$ cat config.mk
export PLATFORM = sky130hd
export DESIGN_NAME = cpu_run_ctrl
export DESIGN_NICKNAME = d
export VERILOG_FILES = /design/src/rtl/cpu_ctrl_pkg.sv /design/src/rtl/sat_counter.sv /design/src/rtl/cpu_run_ctrl.sv
export SDC_FILE = /design/constraint.sdc
export NUM_CORES = 1
export LEC_CHECK = 0
export ABC_AREA = 1
export CAP_MARGIN = 15
export CORE_AREA = 2 2 89 91
export CTS_CLUSTER_DIAMETER = 80
export DETAILED_ROUTE_END_ITERATION = 7
export DIE_AREA = 0 0 91 93
export DONT_BUFFER_PORTS = 1
export SLEW_MARGIN = 20
export SYNTH_ARGS = -nofsm -noshare
export SYNTH_HDL_FRONTEND = slang
export SYNTH_SLANG_ARGS = --single-unit
$ cat constraint.sdc
create_clock -name CLK -period 6 [get_ports CLK]
set_clock_uncertainty 0.2 [all_clocks]
set_input_delay 0.6 -clock CLK [delete_from_list [all_inputs] [get_ports CLK]]
set_output_delay 0.6 -clock CLK [all_outputs]
set_load 0.005 [all_outputs]
$ cat src/rtl/cpu_ctrl_pkg.sv
// Shared definitions for the CPU run controller: state encoding and fixed widths.
package cpu_ctrl_pkg;

  localparam int PC_W      = 10;
  localparam int RST_CNT_W = 4;

  typedef enum logic [2:0] {
    ST_IDLE   = 3'd0,
    ST_RST    = 3'd1,
    ST_RUN    = 3'd2,
    ST_HALT   = 3'd3,
    ST_RESUME = 3'd4,
    ST_FAULT  = 3'd5
  } state_e;

endpackage

$ cat src/rtl/sat_counter.sv
// Up-counter with synchronous clear (dominant), count enable, and saturation at all-ones.
module sat_counter #(
  parameter int W = 16
) (
  input  logic         clk,
  input  logic         rst_n,
  input  logic         clr,
  input  logic         en,
  output logic [W-1:0] cnt
);

  logic [W-1:0] cnt_q, cnt_d;

  // NOTE: every variable written in always_comb gets a default first, so no path leaves it unassigned and no latch is inferred.
  always_comb begin
    cnt_d = cnt_q;
    if (clr)                      cnt_d = '0;
    else if (en && (cnt_q != '1)) cnt_d = cnt_q + W'(1);
  end

  // NOTE: sequential state uses non-blocking assignments so every flop samples pre-edge values.
  always_ff @(posedge clk or negedge rst_n) begin
    if (!rst_n) cnt_q <= '0;
    else        cnt_q <= cnt_d;
  end

  assign cnt = cnt_q;

endmodule

$ cat src/rtl/cpu_run_ctrl.sv
// Run controller for the 16-bit-instruction core: sequences reset/run/halt/resume,
// detects halts from PC == NextPC, and faults runaway programs via a watchdog.
module cpu_run_ctrl
  import cpu_ctrl_pkg::*;
#(
  parameter int unsigned RST_CYCLES = 2,
  parameter int          CW         = 16,
  parameter int unsigned WDOG_LIMIT = 16'hFFFF
) (
  input  logic            CLK,
  input  logic            RESET_L,
  input  logic            START,
  input  logic            CONT,
  input  logic            ABORT,
  input  logic [PC_W-1:0] CPU_PC,
  input  logic [PC_W-1:0] CPU_NEXTPC,
  output logic            CPU_RESET,
  output logic            CPU_EN_L,
  output logic            BUSY,
  output logic            HALTED,
  output logic            FAULT,
  output logic [PC_W-1:0] HALT_PC,
  output logic [CW-1:0]   CYCLES
);

  localparam logic [RST_CNT_W-1:0] RST_LAST = RST_CNT_W'(RST_CYCLES - 1);

  state_e                state_q, state_d;
  logic [RST_CNT_W-1:0]  rst_cnt_q, rst_cnt_d;
  logic [PC_W-1:0]       halt_pc_q, halt_pc_d;
  logic                  cpu_reset_q, cpu_reset_d;
  logic                  cpu_en_l_q, cpu_en_l_d;
  logic                  busy_q, busy_d;
  logic                  halted_q, halted_d;
  logic                  fault_q, fault_d;

  logic                  start_clr;
  logic                  wdog_clr, wdog_en, wdog_expire;
  logic                  cyc_en;
  logic [CW-1:0]         wdog_cnt;

  // Widened compare so a narrow counter can never alias a large limit; the +1
  // counts the current RUN cycle, so FAULT follows exactly WDOG_LIMIT RUN cycles.
  assign wdog_expire = (33'(wdog_cnt) + 33'd1) >= 33'(WDOG_LIMIT);

  always_comb begin
    state_d   = state_q;
    rst_cnt_d = rst_cnt_q;
    halt_pc_d = halt_pc_q;
    start_clr = 1'b0;

    if (ABORT) begin
      state_d = ST_IDLE;
    end else if (START) begin
      state_d   = ST_RST;
      rst_cnt_d = '0;
      halt_pc_d = '0;
      start_clr = 1'b1;
    end else begin
      unique case (state_q)
        ST_RST: begin
          if (rst_cnt_q == RST_LAST) state_d   = ST_RUN;
          else                       rst_cnt_d = rst_cnt_q + RST_CNT_W'(1);
        end
        ST_RUN: begin
          if (CPU_PC == CPU_NEXTPC) begin
            state_d   = ST_HALT;
            halt_pc_d = CPU_PC;
          end else if (wdog_expire) begin
            state_d   = ST_FAULT;
            halt_pc_d = CPU_PC;
          end
        end
        ST_HALT:   if (CONT) state_d = ST_RESUME;
        ST_RESUME: state_d = ST_RUN;
        default:   ;
      endcase
    end

    // Outputs are decoded from the next state and registered, so they are glitch-free.
    cpu_reset_d = (state_d inside {ST_IDLE, ST_RST, ST_FAULT});
    cpu_en_l_d  = (state_d != ST_RESUME);
    busy_d      = (state_d inside {ST_RST, ST_RUN, ST_RESUME});
    halted_d    = (state_d == ST_HALT);
    fault_d     = (state_d == ST_FAULT);
  end

  assign cyc_en   = (state_q inside {ST_RUN, ST_RESUME});
  assign wdog_en  = (state_q == ST_RUN);
  assign wdog_clr = start_clr || ((state_d == ST_RUN) && (state_q != ST_RUN));

  always_ff @(posedge CLK or negedge RESET_L) begin
    if (!RESET_L) begin
      state_q     <= ST_IDLE;
      rst_cnt_q   <= '0;
      halt_pc_q   <= '0;
      cpu_reset_q <= 1'b1;
      cpu_en_l_q  <= 1'b1;
      busy_q      <= 1'b0;
      halted_q    <= 1'b0;
      fault_q     <= 1'b0;
    end else begin
      state_q     <= state_d;
      rst_cnt_q   <= rst_cnt_d;
      halt_pc_q   <= halt_pc_d;
      cpu_reset_q <= cpu_reset_d;
      cpu_en_l_q  <= cpu_en_l_d;
      busy_q      <= busy_d;
      halted_q    <= halted_d;
      fault_q     <= fault_d;
    end
  end

  sat_counter #(.W(CW)) u_cycles (
    .clk   (CLK),
    .rst_n (RESET_L),
    .clr   (start_clr),
    .en    (cyc_en),
    .cnt   (CYCLES)
  );

  sat_counter #(.W(CW)) u_wdog (
    .clk   (CLK),
    .rst_n (RESET_L),
    .clr   (wdog_clr),
    .en    (wdog_en),
    .cnt   (wdog_cnt)
  );

  assign CPU_RESET = cpu_reset_q;
  assign CPU_EN_L  = cpu_en_l_q;
  assign BUSY      = busy_q;
  assign HALTED    = halted_q;
  assign FAULT     = fault_q;
  assign HALT_PC   = halt_pc_q;

endmodule
==> qor.txt, run 1 <==
Status -> complete, no violations
Layout area overhead -> 8.48%
Power density over the cells -> 257 nW/um2
RSZ-0062 raised after global routing -> false
Syn Inst Count -> 452
Total number of vias -> 2829
Footprint of the multi-input gates -> 1660 um2
Crit end category -> flop
#FFs+latches synth -> 54
Clock Path Buffers -> 2
Top post-synthesis cells by area -> dfrtp_1, nand2_1, inv_1
NetSw -> 0.275 mW
Max-Cap Viols -> 0
DR DRC count -> 0
Clk pin slew, worst setup/hold paths -> 0.10 ns
Largest net degree at the start of global routing -> 55
Vias in the first global route -> 2895
Top cell type's share of synthesized area -> 0.397
Post-route clock period utilization -> 0.454
Final setup TNS -> 0 ns
Pint -> 0.639 mW
CTS Buf Count -> 5
Yosys synthesis warning count -> 0
Via density -> 5.06
Max-slew violations -> 0
Critical path type -> flop to flop
Full die area -> 8460 um2
CTS tree -> done
Seq pwr share -> 0.483
DR pass1 iterations -> 4
# rows -> 32
GRT Total Usage -> 0.193
I/O pin cnt -> 56
Fillers -> 812
Sequential-to-total area share from yosys stat -> 0.413
Starting Density -> 0.435
CTS Root Cell -> clkbuf_8
Register area -> 1350 um2
Core Util, Final -> 0.472
Syn_area_per_cell -> 7.25 um2
Area leader, netlist -> dfrtp_1
Relative slew slack -> 0.424
IO Port Bufs -> 0
Switching Share -> 0.301
DR WL/cell -> 13.4 um
Pleak -> 1.68 nW
Hold Violations, Final -> 0
Post-DP HPWL -> 5770 um
Final setup fails -> 0
Detailed Route Iter0 Violations -> 156
Layout cells sized above 1 -> 0.103
Final Critical Period -> 2.73 ns
Max VDD drop -> 0.0000957 V
CP max FO -> 18
# clock sinks -> 54
Worst Max-Slew Pin Slew -> 0.861 ns
# nets final -> 486
Placeable Area -> 7530 um2
Global placer's final weighted congestion -> 0.896
Distinct cells, synth -> 33
Comb power frac -> 0.194
HP Class -> input pin to flop
Synth Cell Area -> 3280 um2
Overflow after GRT -> 0
Die Y-Extent -> 93 um
Max Clock Freq -> 367 MHz
ANT nets after route -> 0
Clock network power share -> 0.324
Worst EP arrival -> 2.72 ns
Final wirelength -> 7470 um
Global-route wire length before repair -> 13400 um
Clk Latency, worst-skew pair -> 0.30 ns
Worst setup SP type -> flop
Worst path required time -> 5.99 ns
Die X -> 91 um
Ant. Diodes -> 0
Antenna violations before repair -> 0
Mapped Nets -> 482
CTS HTree Levels -> 2
layout by cell type, fill, tap and decap left out, types with 2 or more instances in the layout:
cell type and n:
o21ai_1 2, nand2_2 8, nor2_4 6, clkbuf_8 6
nand2_1 113, nand4_1 8, o21ai_0 32, o21bai_1 2
nor2_1 56, inv_1 60, xor2_1 5, nand3b_1 2
dfstp_2 2, nor3_1 8, bufinv_16 2, xnor2_1 6
nor2_2 14, nand3_1 34, nor3b_1 2, ha_1 5
dfrtp_1 52, a21oi_1 17, inv_2 2, nand3_2 2
final cells by class:
type	count	share of cell area
multi-input combinational	330	0.466
clock buffer	6	0.0232
tap	102	0.0359
sequential	54	0.381
inverter	63	0.0665
timing repair buffer	2	0.0106
clock inverter	2	0.0169
per-layer routing:
layer | vias to the layer above | wire, um | global-route usage
met4 | 0 | 133 | 0.0631
met3 | 13 | 362 | 0.0387
li1 | 1444 | - | -
met2 | 72 | 3550 | 0.321
met1 | 1300 | 3420 | 0.254
met5 | - | 0 | 0
flip-flops by register name (all words and copies together), names as in the netlist:
signal,flops
u_cycles.cnt,16
HALT_PC,10
FAULT,1
CPU_RESET,1
rst_cnt_q,4
u_wdog.cnt,16
BUSY,1
CPU_EN_L,1
state_q,3
HALTED,1
power by group through the flow:
stage | Combinational, mW | Sequential (mW) | Clock (mW)
2_1_floorplan | 0.141 | 0.435 | 0
3_3_place_gp | 0.164 | 0.447 | 0
3_5_place_dp | 0.168 | 0.448 | 0
4_1_cts | 0.179 | 0.441 | 0.305
5_1_grt | 0.207 | 0.448 | 0.321
6_report | 0.177 | 0.441 | 0.296
per-stage QoR:
| step | hold slack, ns | total power [mW] | instance area [um2] | instances | setup slack (ns) |
|---|---|---|---|---|---|
| 3_5_place_dp | 0.107 | 0.615 | 3370 | 549 | 3.19 |
| 6_report | 0.230 | 0.914 | 3550 | 559 | 3.27 |
| 3_3_place_gp | 0.107 | 0.611 | 3370 | 549 | 3.22 |
| 4_1_cts | 0.219 | 0.925 | 3550 | 559 | 3.28 |
| 2_1_floorplan | 0.104 | 0.576 | 3280 | 452 | 3.68 |
| 5_1_grt | 0.228 | 0.976 | 3550 | 559 | 3.00 |
cell usage after synthesis (all sizes together):
library cell and number:
buf 1, o22ai 1, nor3 8, nand3b 2, o21bai 2, nor2 76, xor2 5, nand2 122
o31ai 1, a221oi 1, dfstp 2, o221a 1, a211oi 1, nand4 8, xnor2 6, inv 62
clkinv 1, a21oi 18, clkbuf 4, ha 5, dfrtp 52, o21ai 35, nor3b 2, nand3 36
path summary, 6_finish.rpt:
kind	from	to	slack, ns	depth (start not counted)
max in group asynchronous	RESET_L	CPU_EN_L	4.70	2
setup / recovery	u_wdog.cnt[0]	u_wdog.cnt[7]	3.27	10
min in group asynchronous	RESET_L	HALT_PC[3]	0.62	2
setup reg to reg	u_wdog.cnt[0]	u_wdog.cnt[7]	3.27	10
hold reg to reg	HALT_PC[6]	HALT_PC[6]	0.31	2
hold / removal	CPU_PC[1]	HALT_PC[1]	0.23	2
worst max-delay path, stage by stage, from the launching register on:
cell and delay [ns]:
dfrtp_1 0.44, ha_1 0.25, nand2_2 0.11, nor2_4 0.14, nand2_2 0.08, clkinv_1 0.07
nand4_1 0.09, nand2_1 0.43, inv_1 0.31, o21ai_0 0.41, nor2_4 0.06
repair_timing:
item                      4_1_cts  5_1_grt
buffers inserted                0        0
hold endpoints to repair       54        0
hold buffers                    2        0
gates resized for setup         0        0
logic make-up after synthesis:
logic type | Yosys count | share of synthesized area
flip-flops | 54 | 0.413
XOR/XNOR | 11 | 0.0294
AND/OR/NAND/NOR | 254 | 0.354
adder cells (fa/ha/maj) | 5 | 0.0191
buffers and inverters | 68 | 0.0813
AO/OA/AOI/OAI | 60 | 0.103
Note: power is estimated with default switching activity, not from simulation.
==> run 2, diff against run 1 <==
Settings changed: ABC_AREA 1 to 0, CORE_AREA 2 2 89 91 to 2 2 86 88, DIE_AREA 0 0 91 93 to 0 0 88 90.
Clock period 6 ns to 2.4 ns, I/O delays scaled along.
==> run 2 against run 1 <==
  * The flow now finishes with violations (negative setup slack)
  * Die area decreased by 6.4%
  * Wire length grew 12%
  * Fmax decreased by 2.5%
  * Via count is 0.71% lower
  * Global-route usage grew 1.7 points
  * Design area is 21% higher
  * Combinational power increased by 59%
  * Sequential share of layout area shrank 6.5 points
  * Synthesized cell count shrank 29%
  * Sequential cell count stayed put
  * Clock power rose by 120%
  * Critical path type unchanged
  * Largest cell class unchanged
  * Highest routed layer unchanged
==> qor.txt, run 2 <==
Count leader, synth -> dfrtp_1
Post-route setup slack -> -0.394 ns (-3.67 ns)
Die Y-Extent -> 90 um (-3.2%)
Cell family with most CP delay -> compound AO/OA/AOI/OAI gates
Buffers & Inverters on Critical Path -> 2 (unchanged)
Power density over the cells -> 440 nW/um2 (+71%)
Post-synth ARST share -> 1.00 (unchanged)
DR DRC count -> 0 (unchanged)
ANT nets after route -> 0 (unchanged)
Starting Density -> 0.441 (+0.00522)
RSZ-0062 raised after global routing -> true
Worst EP arrival -> 2.81 ns (+0.09 ns)
GRT Total Usage -> 0.210 (+0.0175)
Antenna violations before repair -> 0 (unchanged)
CP peak stage delay -> 0.46 ns (+0.02 ns)
Hold WS -> 0.0185 ns (-0.212 ns)
Most frequent cells in the layout -> buf_4, dfrtp_1, nor2_1
R2r startpoint -> u_wdog.cnt[0]
CTS tree -> done
DR pass1 iterations -> 4 (unchanged)
Worst path required time -> 2.41 ns (-3.58 ns)
Mapped Nets -> 353 (-27%)
Clk Latency, worst-skew pair -> 0.32 ns (+0.02 ns)
Fillers -> 580 (-29%)
Post-synth EDFFs -> 0 (unchanged)
Post-Place Setup Slack -> -0.409 ns (-3.60 ns)
Critical path startpoint -> u_wdog.cnt[0]
CP max FO -> 7 (-11)
# clock sinks -> 54 (unchanged)
Crit end category -> flop
Max VDD drop -> 0.000309 V (+220%)
Top post-synthesis cells by area -> dfrtp_1, xnor2_1, xor2_1
Pleak -> 1.80 nW (+7.2%)
Syn_area_per_cell -> 9.58 um2 (+32%)
Core Util, Final -> 0.613 (+0.141)
Global placer's final weighted congestion -> 0.862 (-3.8%)
I/O pin cnt -> 56 (unchanged)
Detailed Route Iter0 Violations -> 156 (unchanged)
Relative slew slack -> 0.516 (+0.0928)
Syn Inst Count -> 323 (-29%)
Clock Path Buffers -> 2 (unchanged)
Post-route clock period utilization -> 1.16 (+0.710)
CTS HTree Levels -> 2 (unchanged)
Distinct cells, synth -> 56 (+70%)
Sequential-to-total area share from yosys stat -> 0.438 (+0.0246)
Via density -> 5.66 (+12%)
Max-slew violations -> 0 (unchanged)
Leading cell type in the layout, fill and taps excluded -> buf_4
Critical path type -> flop to flop
Final setup fails -> 36 (+36)
Die X -> 88 um (-3.3%)
# nets final -> 426 (-12%)
IO Port Bufs -> 0 (unchanged)
Placeable Area -> 7020 um2 (-6.7%)
Hold Violations, Final -> 0 (unchanged)
Worst path cell trace -> ha_4, buf_12, a21bo_2, o22ai_1, a31oi_1, nor2b_4, a31oi_2, a31o_1, buf_4, nor4_2, a221o_1
Overflow after GRT -> 0 (unchanged)
DR WL/cell -> 16.9 um (+26%)
Layout cells sized above 1 -> 0.343 (+0.240)
HP Class -> input pin to flop
#FFs+latches synth -> 54 (unchanged)
Hold path start -> START
Synth Cell Area -> 3090 um2 (-5.6%)
Worst Max-Slew Pin Slew -> 0.724 ns (-0.137 ns)
Post-DP HPWL -> 5400 um (-6.4%)
Final wirelength -> 8370 um (+12%)
Area leader, netlist -> dfrtp_1
Post-synth top cells -> dfrtp_1, nor2_1, a21oi_1, xnor2_1, nand2_1
Full die area -> 7920 um2 (-6.4%)
CTS Buf Count -> 5 (unchanged)
CP max stage cell -> dfrtp_2
Largest net degree at the start of global routing -> 55 (unchanged)
Primary FF master, synth -> dfrtp_1
Final Critical Period -> 2.79 ns (+0.0687 ns)
Ant. Diodes -> 0 (unchanged)
Layout area overhead -> 39.2%
CTS Root Cell -> clkbuf_8
Global-route wire length before repair -> 13200 um (-1.9%)
Max Clock Freq -> 358 MHz (-2.5%)
Worst setup SP type -> flop
Failing checks -> negative setup slack
# rows -> 31 (-3.1%)
Tot Pwr -> 1.90 mW (+110%)
Status -> complete, but fails checks
Clk pin slew, worst setup/hold paths -> 0.10 ns (about the same)
Vias in the first global route -> 2796 (-3.4%)
Total number of vias -> 2809 (-0.71%)
Yosys synthesis warning count -> 0 (unchanged)
Top cell type's share of synthesized area -> 0.421 (+0.0236)
Max-Cap Viols -> 0 (unchanged)
run 2: layout make-up:
cell class                      instances  area, um2  share of cell area
Multi-Input combinational cell        244       1930               0.449
Sequential cell                        54       1360               0.316
Tap cell                               99        124              0.0288
Inverter                                7       26.3             0.00610
Clock inverter                          2       38.8             0.00901
Timing Repair Buffer                   84        741               0.172
Clock buffer                            6       82.6              0.0192
run 2: power breakdown:
group	total, mW	internal [mW]	switching (mW)
Clock	0.662	0.344	0.318
Combinational	0.282	0.134	0.148
Sequential	0.951	0.929	0.0220
Total	1.90	1.41	0.489
run 2: kinds of logic after synthesis:
kind of cell               synth area share
adders and majority gates            0.0202
and+or+nand+nor                       0.218
AOI/OAI and AO/OA                     0.164
DFF                                   0.438
xor gates and xnor gates              0.113
muxes                               0.00647
buffers and inverters                0.0400
run 2: per-layer routing:
layer | wire (um) | up-vias | GRT usage
met1 | 3560 | 1399 | 0.275
met3 | 495 | 11 | 0.0478
met4 | 157 | 0 | 0.0590
met2 | 4160 | 82 | 0.347
li1 | - | 1317 | -
met5 | 0 | - | 0
run 2: final timing paths:
path                       slack [ns]               end  cells past startpoint
max                             -0.39      rst_cnt_q[3]                     11
min                              0.02        HALT_PC[6]                      2
max reg2reg                     -0.39      rst_cnt_q[3]                     11
min reg2reg                      0.33        HALT_PC[6]                      1
max in group asynchronous        1.47          CPU_EN_L                      2
min in group asynchronous        0.25  u_cycles.cnt[11]                      2
run 2: timing repair:
action                                 in CTS  in global routing
endpoints found under the hold margin      75                  0
gates cloned                                1                  1
gates resized for setup                    18                 42
setup buffers                               7                  7
hold buffers                               14                  0
setup endpoints to repair                  37                 43
pin swaps                                   9                 22
run 2: metrics by stage:
stage	TNS (ns)	std cells	instance area [um2]
3_5_place_dp	-11.51	459	3600
2_1_floorplan	-5.03	323	3140
6_report	-10.70	496	4310
5_1_grt	-14.72	496	4310
4_1_cts	-9.82	488	4030
3_3_place_gp	-9.35	459	3600
